### config.mk
export PLATFORM = sky130hd
export DESIGN_NAME = x74_194_seq
export DESIGN_NICKNAME = d
export VERILOG_FILES = /design/src/rtl/x74_pkg.sv /design/src/rtl/x74_194_seq.sv
export SDC_FILE = /design/constraint.sdc
export NUM_CORES = 1
export LEC_CHECK = 0
export CORE_AREA = 4 4 51 57
export CTS_BUF_LIST = sky130_fd_sc_hd__clkbuf_8 sky130_fd_sc_hd__clkbuf_16
export CTS_CLUSTER_DIAMETER = 50
export DETAILED_ROUTE_END_ITERATION = 10
export DIE_AREA = 0 0 55 61
export GPL_TIMING_DRIVEN = 0
export PLACE_DENSITY = 0.84
export SLEW_MARGIN = 20
export SYNTH_ARGS = -nofsm -noshare
export SYNTH_HDL_FRONTEND = slang
export SYNTH_SLANG_ARGS = --single-unit
### constraint.sdc
create_clock -name ck -period 1.9 [get_ports ck]
set_input_delay 0.285 -clock ck [delete_from_list [all_inputs] [get_ports ck]]
set_output_delay 0.285 -clock ck [all_outputs]
set_load 0.005 [all_outputs]
### src/rtl/x74_pkg.sv
// Shared constants and types for the 74194 command sequencer.
package x74_pkg;

    // Command opcodes; 6 and 7 are illegal.
    localparam logic [2:0] OP_LOAD  = 3'd0;
    localparam logic [2:0] OP_SHR   = 3'd1;
    localparam logic [2:0] OP_SHL   = 3'd2;
    localparam logic [2:0] OP_ROR   = 3'd3;
    localparam logic [2:0] OP_ROL   = 3'd4;
    localparam logic [2:0] OP_CLEAR = 3'd5;

    // Register mode as {s1,s0}.
    localparam logic [1:0] MODE_HOLD = 2'b00;
    localparam logic [1:0] MODE_SHR  = 2'b01;
    localparam logic [1:0] MODE_SHL  = 2'b10;
    localparam logic [1:0] MODE_LOAD = 2'b11;

    typedef enum logic [1:0] {
        ST_IDLE = 2'd0,
        ST_RUN  = 2'd1,
        ST_RESP = 2'd2
    } state_t;

    // True for the four ops that take a shift count.
    function automatic logic is_shift_op(input logic [2:0] op);
        return (op == OP_SHR) || (op == OP_SHL) || (op == OP_ROR) || (op == OP_ROL);
    endfunction

    // Register mode used while an op is running. Right-moving ops share
    // MODE_SHR and left-moving ops share MODE_SHL; only the serial input differs.
    function automatic logic [1:0] op_mode(input logic [2:0] op);
        logic [1:0] m;
        m = MODE_HOLD;
        case (op)
            OP_LOAD:        m = MODE_LOAD;
            OP_SHR, OP_ROR: m = MODE_SHR;
            OP_SHL, OP_ROL: m = MODE_SHL;
            default:        m = MODE_HOLD;
        endcase
        return m;
    endfunction

endpackage

### src/rtl/x74_194_seq.sv
// Command sequencer for a 74194-style shift register. Accepts one
// load/shift/rotate/clear command per handshake, drives the register's mode,
// serial, parallel and clear inputs for the requested number of edges, then
// presents the register contents on a valid/ready response channel.
module x74_194_seq
    import x74_pkg::*;
#(
    parameter int CNT_W = 3
) (
    input  logic             ck,
    input  logic             clr,
    // command channel
    input  logic             cmd_valid,
    output logic             cmd_ready,
    input  logic [2:0]       cmd_op,
    input  logic [3:0]       cmd_data,
    input  logic [CNT_W-1:0] cmd_cnt,
    input  logic             cmd_fill,
    // shift register outputs
    input  logic             qa,
    input  logic             qb,
    input  logic             qc,
    input  logic             qd,
    // shift register controls
    output logic             s0,
    output logic             s1,
    output logic             sli,
    output logic             sri,
    output logic             a,
    output logic             b,
    output logic             c,
    output logic             d,
    output logic             sr_clr_n,
    // response channel
    output logic             rsp_valid,
    input  logic             rsp_ready,
    output logic [3:0]       rsp_q,
    output logic             rsp_err
);

    state_t           state;
    logic [1:0]       mode;
    logic [3:0]       par;
    logic [2:0]       op_r;
    logic             fill_r;
    logic [CNT_W-1:0] cnt;
    logic             err_r;
    logic             clr_n_r;
    logic             rdy;

    assign {s1, s0}     = mode;
    assign {a, b, c, d} = par;
    assign sr_clr_n     = clr_n_r;
    assign cmd_ready    = rdy;
    assign rsp_valid    = (state == ST_RESP);
    assign rsp_err      = err_r;

    // The register holds during RESP, so its outputs are a stable response.
    assign rsp_q = {qa, qb, qc, qd};

    // Rotates close the loop through the register itself; plain shifts feed
    // the fill bit captured with the command.
    assign sri = (op_r == OP_ROR) ? qd : fill_r;
    assign sli = (op_r == OP_ROL) ? qa : fill_r;

    // Command FSM: IDLE accepts, RUN counts register edges, RESP waits for the consumer.
    always_ff @(posedge ck) begin
        if (clr) begin
            state   <= ST_IDLE;
            mode    <= MODE_HOLD;
            par     <= 4'b0000;
            op_r    <= OP_LOAD;
            fill_r  <= 1'b0;
            cnt     <= '0;
            err_r   <= 1'b0;
            clr_n_r <= 1'b0;
            rdy     <= 1'b0;
        end else begin
            // Clear pulse lasts exactly one cycle unless re-armed below.
            clr_n_r <= 1'b1;
            case (state)
                ST_IDLE: begin
                    rdy <= 1'b1;
                    if (cmd_valid && rdy) begin
                        rdy    <= 1'b0;
                        par    <= cmd_data;
                        op_r   <= cmd_op;
                        fill_r <= cmd_fill;
                        cnt    <= (cmd_op == OP_LOAD) ? CNT_W'(1) : cmd_cnt;
                        if (cmd_op == OP_LOAD) begin
                            mode  <= MODE_LOAD;
                            state <= ST_RUN;
                        end else if (is_shift_op(cmd_op)) begin
                            // A zero count completes without touching the register.
                            if (cmd_cnt == '0) begin
                                state <= ST_RESP;
                            end else begin
                                mode  <= op_mode(cmd_op);
                                state <= ST_RUN;
                            end
                        end else if (cmd_op == OP_CLEAR) begin
                            clr_n_r <= 1'b0;
                            state   <= ST_RESP;
                        end else begin
                            err_r <= 1'b1;
                            state <= ST_RESP;
                        end
                    end
                end
                ST_RUN: begin
                    // Decrement saturates at zero; the last active edge is the one seeing 1.
                    if (cnt != '0) begin
                        cnt <= cnt - CNT_W'(1);
                    end
                    if (cnt <= CNT_W'(1)) begin
                        mode  <= MODE_HOLD;
                        state <= ST_RESP;
                    end
                end
                ST_RESP: begin
                    if (rsp_ready) begin
                        err_r <= 1'b0;
                        rdy   <= 1'b1;
                        state <= ST_IDLE;
                    end
                end
                default: begin
                    mode  <= MODE_HOLD;
                    state <= ST_IDLE;
                end
            endcase
        end
    end

endmodule

Yosys cells after proc, flatten, opt, wreduce, memory -nomap -nowiden:

Cells that the tools add are included.

* bits in registers: 18
* input bits: 19
* output and inout port bits: 16
* word-level logic and storage cells: 82

* add/subtract/negate cells: 1
* order comparisons: 1
* equal/unequal tests: 18
* multiplexer cells: 34
* bitwise gates (word level): 1
* reduce and logical (&&, ||, !) cells: 18

Operator list (number)
* 2-bit 2-to-1 mux: 11
* 1-bit 2-to-1 mux: 14
* 2-bit inequality test, second input constant: 6
* 2-bit case mux with 3 select lines: 2
* 3-bit by 2-bit equality test with 1-bit output, second input constant: 3
* 3-bit equality test, second input constant: 3
* 3-bit 2-to-1 mux: 3
* 3-bit zero test: 2
* 3-bit inequality test, second input constant: 2
* 3-bit case mux with 2 select lines: 1
* 3-bit AND reduction: 2
* 6-bit AND reduction: 1
* 5-bit AND reduction: 1
* 1-bit case mux with 2 select lines: 2
* 2-bit case mux with 2 select lines: 1
* 2-bit AND reduction: 2
* 2-bit nonzero test: 2
* 2-bit OR reduction: 2
* 3-bit by 1-bit equality test with 1-bit output, second input constant: 1
* 3-bit by 1-bit <= comparator with 1-bit output, second input constant: 1
* 1-bit logical OR: 3
* 3-bit nonzero test: 1
* 3-bit by 1-bit subtractor with 3-bit output, second input constant: 1
* 2-bit by 1-bit equality test with 1-bit output, second input constant: 1
* 5 further kinds: 5

Logic depth before layout (Yosys ltp):

Gate-level depths: netlist (run 1).

* word-level depth: 8
* gate-level depth with buffers: 6
* gate-level depth less buffers: 6

Worst setup path before layout (run 1):

No wires, ideal clock.

* path kind: flip-flop to flip-flop
* start: register cnt[0]
* end: register cnt[1]
* library setup time: 130 ps
* arrival: 1417 ps
* required time: 1770 ps
* slack: 353 ps
* cell stages (with the launch flop): 6
* buffers on the path: 0
* cell sequence: dfxtp_1 -> inv_1 -> ha_1 -> a311oi_1 -> o221a_2 -> nor3_1

* word-level cells in the longest chain between the ends: 3
* elaborated cells between the ends (all ways): 6
* classes of those cells: add/sub: 1; eq/ne: 1; mux: 2; reduce/logical: 2

RTL lines
* start, declared: RTL line x74_194_seq.sv:46 `logic [CNT_W-1:0] cnt;`
* start signal, assigned: RTL line x74_194_seq.sv:89 `cnt <= (cmd_op == OP_LOAD) ? CNT_W'(1) : cmd_cnt;`
* start signal, assigned: RTL line x74_194_seq.sv:113 `cnt <= cnt - CNT_W'(1);`
* 3-bit by 1-bit subtractor with 3-bit output or 3-bit nonzero test (tied branches): RTL line x74_194_seq.sv:113, x74_194_seq.sv:112
* 3-bit 2-to-1 mux or 2-bit inequality test (tied branches)
* 3-bit case mux with 2 select lines or 3-bit AND reduction (tied branches)

Parallel ways exist; a longest one is shown, timed or not. The select of a mux whose other input is x is not followed.
A chain may end at the register's enable or synchronous reset.

Worst setup path in the final report (run 1):

* start: register op_r[1]
* end: output sri

* word-level cells in the longest chain between the ends: 2

RTL lines
* start, declared: RTL line x74_194_seq.sv:44 `logic [2:0] op_r;`
* start signal, assigned: RTL line x74_194_seq.sv:87 `op_r <= cmd_op;`
* 3-bit by 2-bit equality test with 1-bit output: RTL line x74_194_seq.sv:63 `assign sri = (op_r == OP_ROR) ? qd : fill_r;`
* 1-bit 2-to-1 mux: RTL line x74_194_seq.sv:63
* end, declared: RTL line x74_194_seq.sv:28 `output logic sri,`

Every way passes these cells.

==> metrics.yaml, run 1 <==
synth.avg_cell_area_um2: 8.08
worstSetupStartpoint: "op_r[1]"
synth_most_common_cell: "nand2_1"
cts_buffers: 3
ys_seq_elements: 18
syn_nets: 142
hold_viol_final: 0
synthAdderAreaFrac_pct: 5.03
clock_latency_ns: 0.25
synth_xor_area_share_pct: 0.903
fin_hold_ws_ns: 0.394
gr-total-overflow: 0
r2r_end: "mode[0]"
path_cells: "nand2_1 -> nor2_2 -> mux2_2 -> clkdlybuf4s50_1"
synthFlopType: "dfxtp_1"
place.gp.congestion: 0.856
hold_depth: 3
grt_pass1_wl_um: 4020
power_leakage_nw: 0.527
drive_gt1_share_pct: 14.1
critPathArrivalTime_ns: 1.54
postCtsSetupRepairBufs: 0
startpoint_type: "flop"
period_minus_slack_ns: 1.82
reg2reg_slack_ns: 0.27
syn_inst: 120
cts_tree: "done"
ys_top_cells_by_count: "nand2_1 (19), dfxtp_1 (18), a21oi_1 (12), inv_1 (7), nor2_1 (7)"
reg2reg_from: "state[1]"
ios: 35
h-tree-depth: 1
clock-sinks: 18
port-buffer-count: 32
drt-pass1-iter-count: 4
synth_compound_area_share_pct: 22.7
drc: 0
dp_hpwl_um: 1910
max_stage_delay_ns: 0.45
drtAntennaViolNets: 0
synth_area_leaders: "dfxtp_1 (37%), nand2_1 (7.4%), a21oi_1 (6.2%), buf_4 (3.9%), ha_1 (3.9%)"
fin_crit_sh_pct: 96.0
clockRootBuffer: "clkbuf_8"
crit_slowest_cell: "clkdlybuf4s50_1"
synth_top_family_by_area: "compound AO/OA/AOI/OAI gates"
ys_warn_count: 0
max-slew-margin-rel_pct: 67.1
synth_area_um2: 970
ys_seq_area_share_pct: 37.2
path_buf_inv: 1
async_flop_share_pct: 0
status: "finished clean"
endpoint_kind: "output pin"
grt_setup_unrepaired: "false"
first_global_vias: 970
powerDensity_nw_per_um2: 698
nets: 179
maxCapViolations: 0
core_area_um2: 2270
vias: 974
synth.top_cell.area_share_pct: 37.2
initial_core_util_pct: 42.6
finalSetupViolCount: 0
finalMaxSlewViolations: 0
dieArea_um2: 3360
dieHeight_um: 61
hold_end: "op_r[0]"
drt_iter0_drc: 20
antenna_found_initial: 0
max_freq_mhz: 548
worst-r2r-cell-count: 6
fin_skew_ns: 0.00434
crit_type: "flop to output pin"
area_growth_pct: 44.1
worst_pin_slew_ns: 0.494
path_max_fanout: 3
synth-edff-count: 0
wl_um: 2470
synth-simple-area-share_pct: 21.5
fin_total_pwr_uw: 975
synth_mux_area_share_pct: 3.35
yosys.area.top_type: "dfxtp_1"
clk_pin_slew_ns: 0.07
wl_per_cell_um: 13.3
clock_path_buffers: 2
synth_cell_types: 34
hp-start: "cmd_op[0]"
num_rows: 18
worst_path_dominant_cell_family: "buffers and inverters"
cp.required_ns: 1.62
grt_usage_pct: 16.3
vias_per_cell: 5.24
num_antenna_cells: 0
grt_max_degree: 11
vdd_drop_max_mv: 0.561
hp-class: "primary input to flop"
dieWidth_um: 55
==> layout make-up <==
| type | instances | area (um^2) |
|---|---|---|
| buffer | 11 | 63.8 |
| inverter | 7 | 26.3 |
| timing repair buffer | 32 | 323 |
| clock buffer | 4 | 55.1 |
| sequential | 18 | 362 |
| multi-input combinational | 84 | 531 |
| tap | 30 | 37.5 |
| fill | 207 | 877 |
==> routing by layer <==
metal / up-vias / part of all wire [%] / GRT usage (%)
met5: - / 0 / 0
met4: 0 / 1.4 / 5.56
met3: 4 / 10 / 5.90
met2: 40 / 50 / 28.9
met1: 444 / 39 / 17.4
li1: 486 / - / -
==> sequential cells by signal, indices dropped and copies added, names as in the netlist <==
register	count
mode	2
par	4
cnt	3
fill_r	1
rsp_err	1
op_r	3
sr_clr_n	1
state	2
cmd_ready	1
==> how the worst max path moves through the flow <==
| stage | end | slack (ns) | cells after the start |
|---|---|---|---|
| finish | sri | 0.08 | 4 |
| global route | sri | 0.004 | 4 |
| CTS | rsp_valid | 0.03 | 3 |
| detailed placement | mode[0] | -0.13 | 5 |
| global placement | mode[0] | -0.11 | 5 |
| floorplan | cnt[1] | 0.35 | 5 |
==> stage by stage <==
stage               cells  worst slack [ns]  TNS (ns)  instance area [um^2]  utilization (%)
floorplan             120             0.353         0                   970                -
global placement      182            -0.108    -0.330                  1330             58.4
detailed placement    182            -0.130    -0.623                  1330             58.4
CTS                   186            0.0264         0                  1380             60.8
global route          186           0.00443         0                  1400             61.4
finish                186            0.0767         0                  1400             61.4
==> where the power goes <==
part           switching, mW  total [mW]  internal, mW
Sequential            0.0195       0.424         0.404
Combinational          0.109       0.240         0.132
Clock                  0.127       0.311         0.184
==> worst reg2reg max path, stage by stage (launching register included) <==
cell      delay, ns
dfxtp_1        0.31
buf_2          0.17
and3b_1        0.32
nand2b_1       0.07
buf_2          0.18
or3_1          0.34
o31ai_1        0.18
==> what timing repair did <==
| item | CTS | global route |
|---|---|---|
| hold buffers | 0 | 0 |
| gates resized for setup | 0 | 5 |
| hold endpoints to repair | 0 | 0 |
| endpoints found under the setup margin | 0 | 6 |
==> cell families after synthesis <==
group | after synthesis
AND/OR/NAND/NOR | 43
XOR/XNOR | 1
multiplexers | 3
AO/OA/AOI/OAI | 33
flip-flops | 18
adder cells (fa/ha/maj) | 4
buffers and inverters | 18
==> layout by cell type, fill, tap and decap left out, types with 4 or more instances in the layout <==
cell	netlist	final
nand2_1	19	19
buf_4	5	5
nor2_1	7	6
a211oi_1	4	4
inv_1	7	7
clkdlybuf4s50_1	0	31
nor3_1	4	4
o21ai_0	4	4
clkbuf_8	0	4
dfxtp_1	18	17
a21oi_1	12	12
No activity file was read; power rests on OpenSTA's default activity.
==> run 2: changes to the inputs <==
--- a/config.mk
+++ b/config.mk
@@ -5,6 +5,7 @@
 export SDC_FILE = /design/constraint.sdc
 export NUM_CORES = 1
 export LEC_CHECK = 0
+export ABC_CLOCK_PERIOD_IN_PS = 1900
 export CORE_AREA = 4 4 51 57
 export CTS_BUF_LIST = sky130_fd_sc_hd__clkbuf_8 sky130_fd_sc_hd__clkbuf_16
 export CTS_CLUSTER_DIAMETER = 50
==> results of run 2 <==
Same layout as run 1: the final DEF is identical, and so are final timing and power.
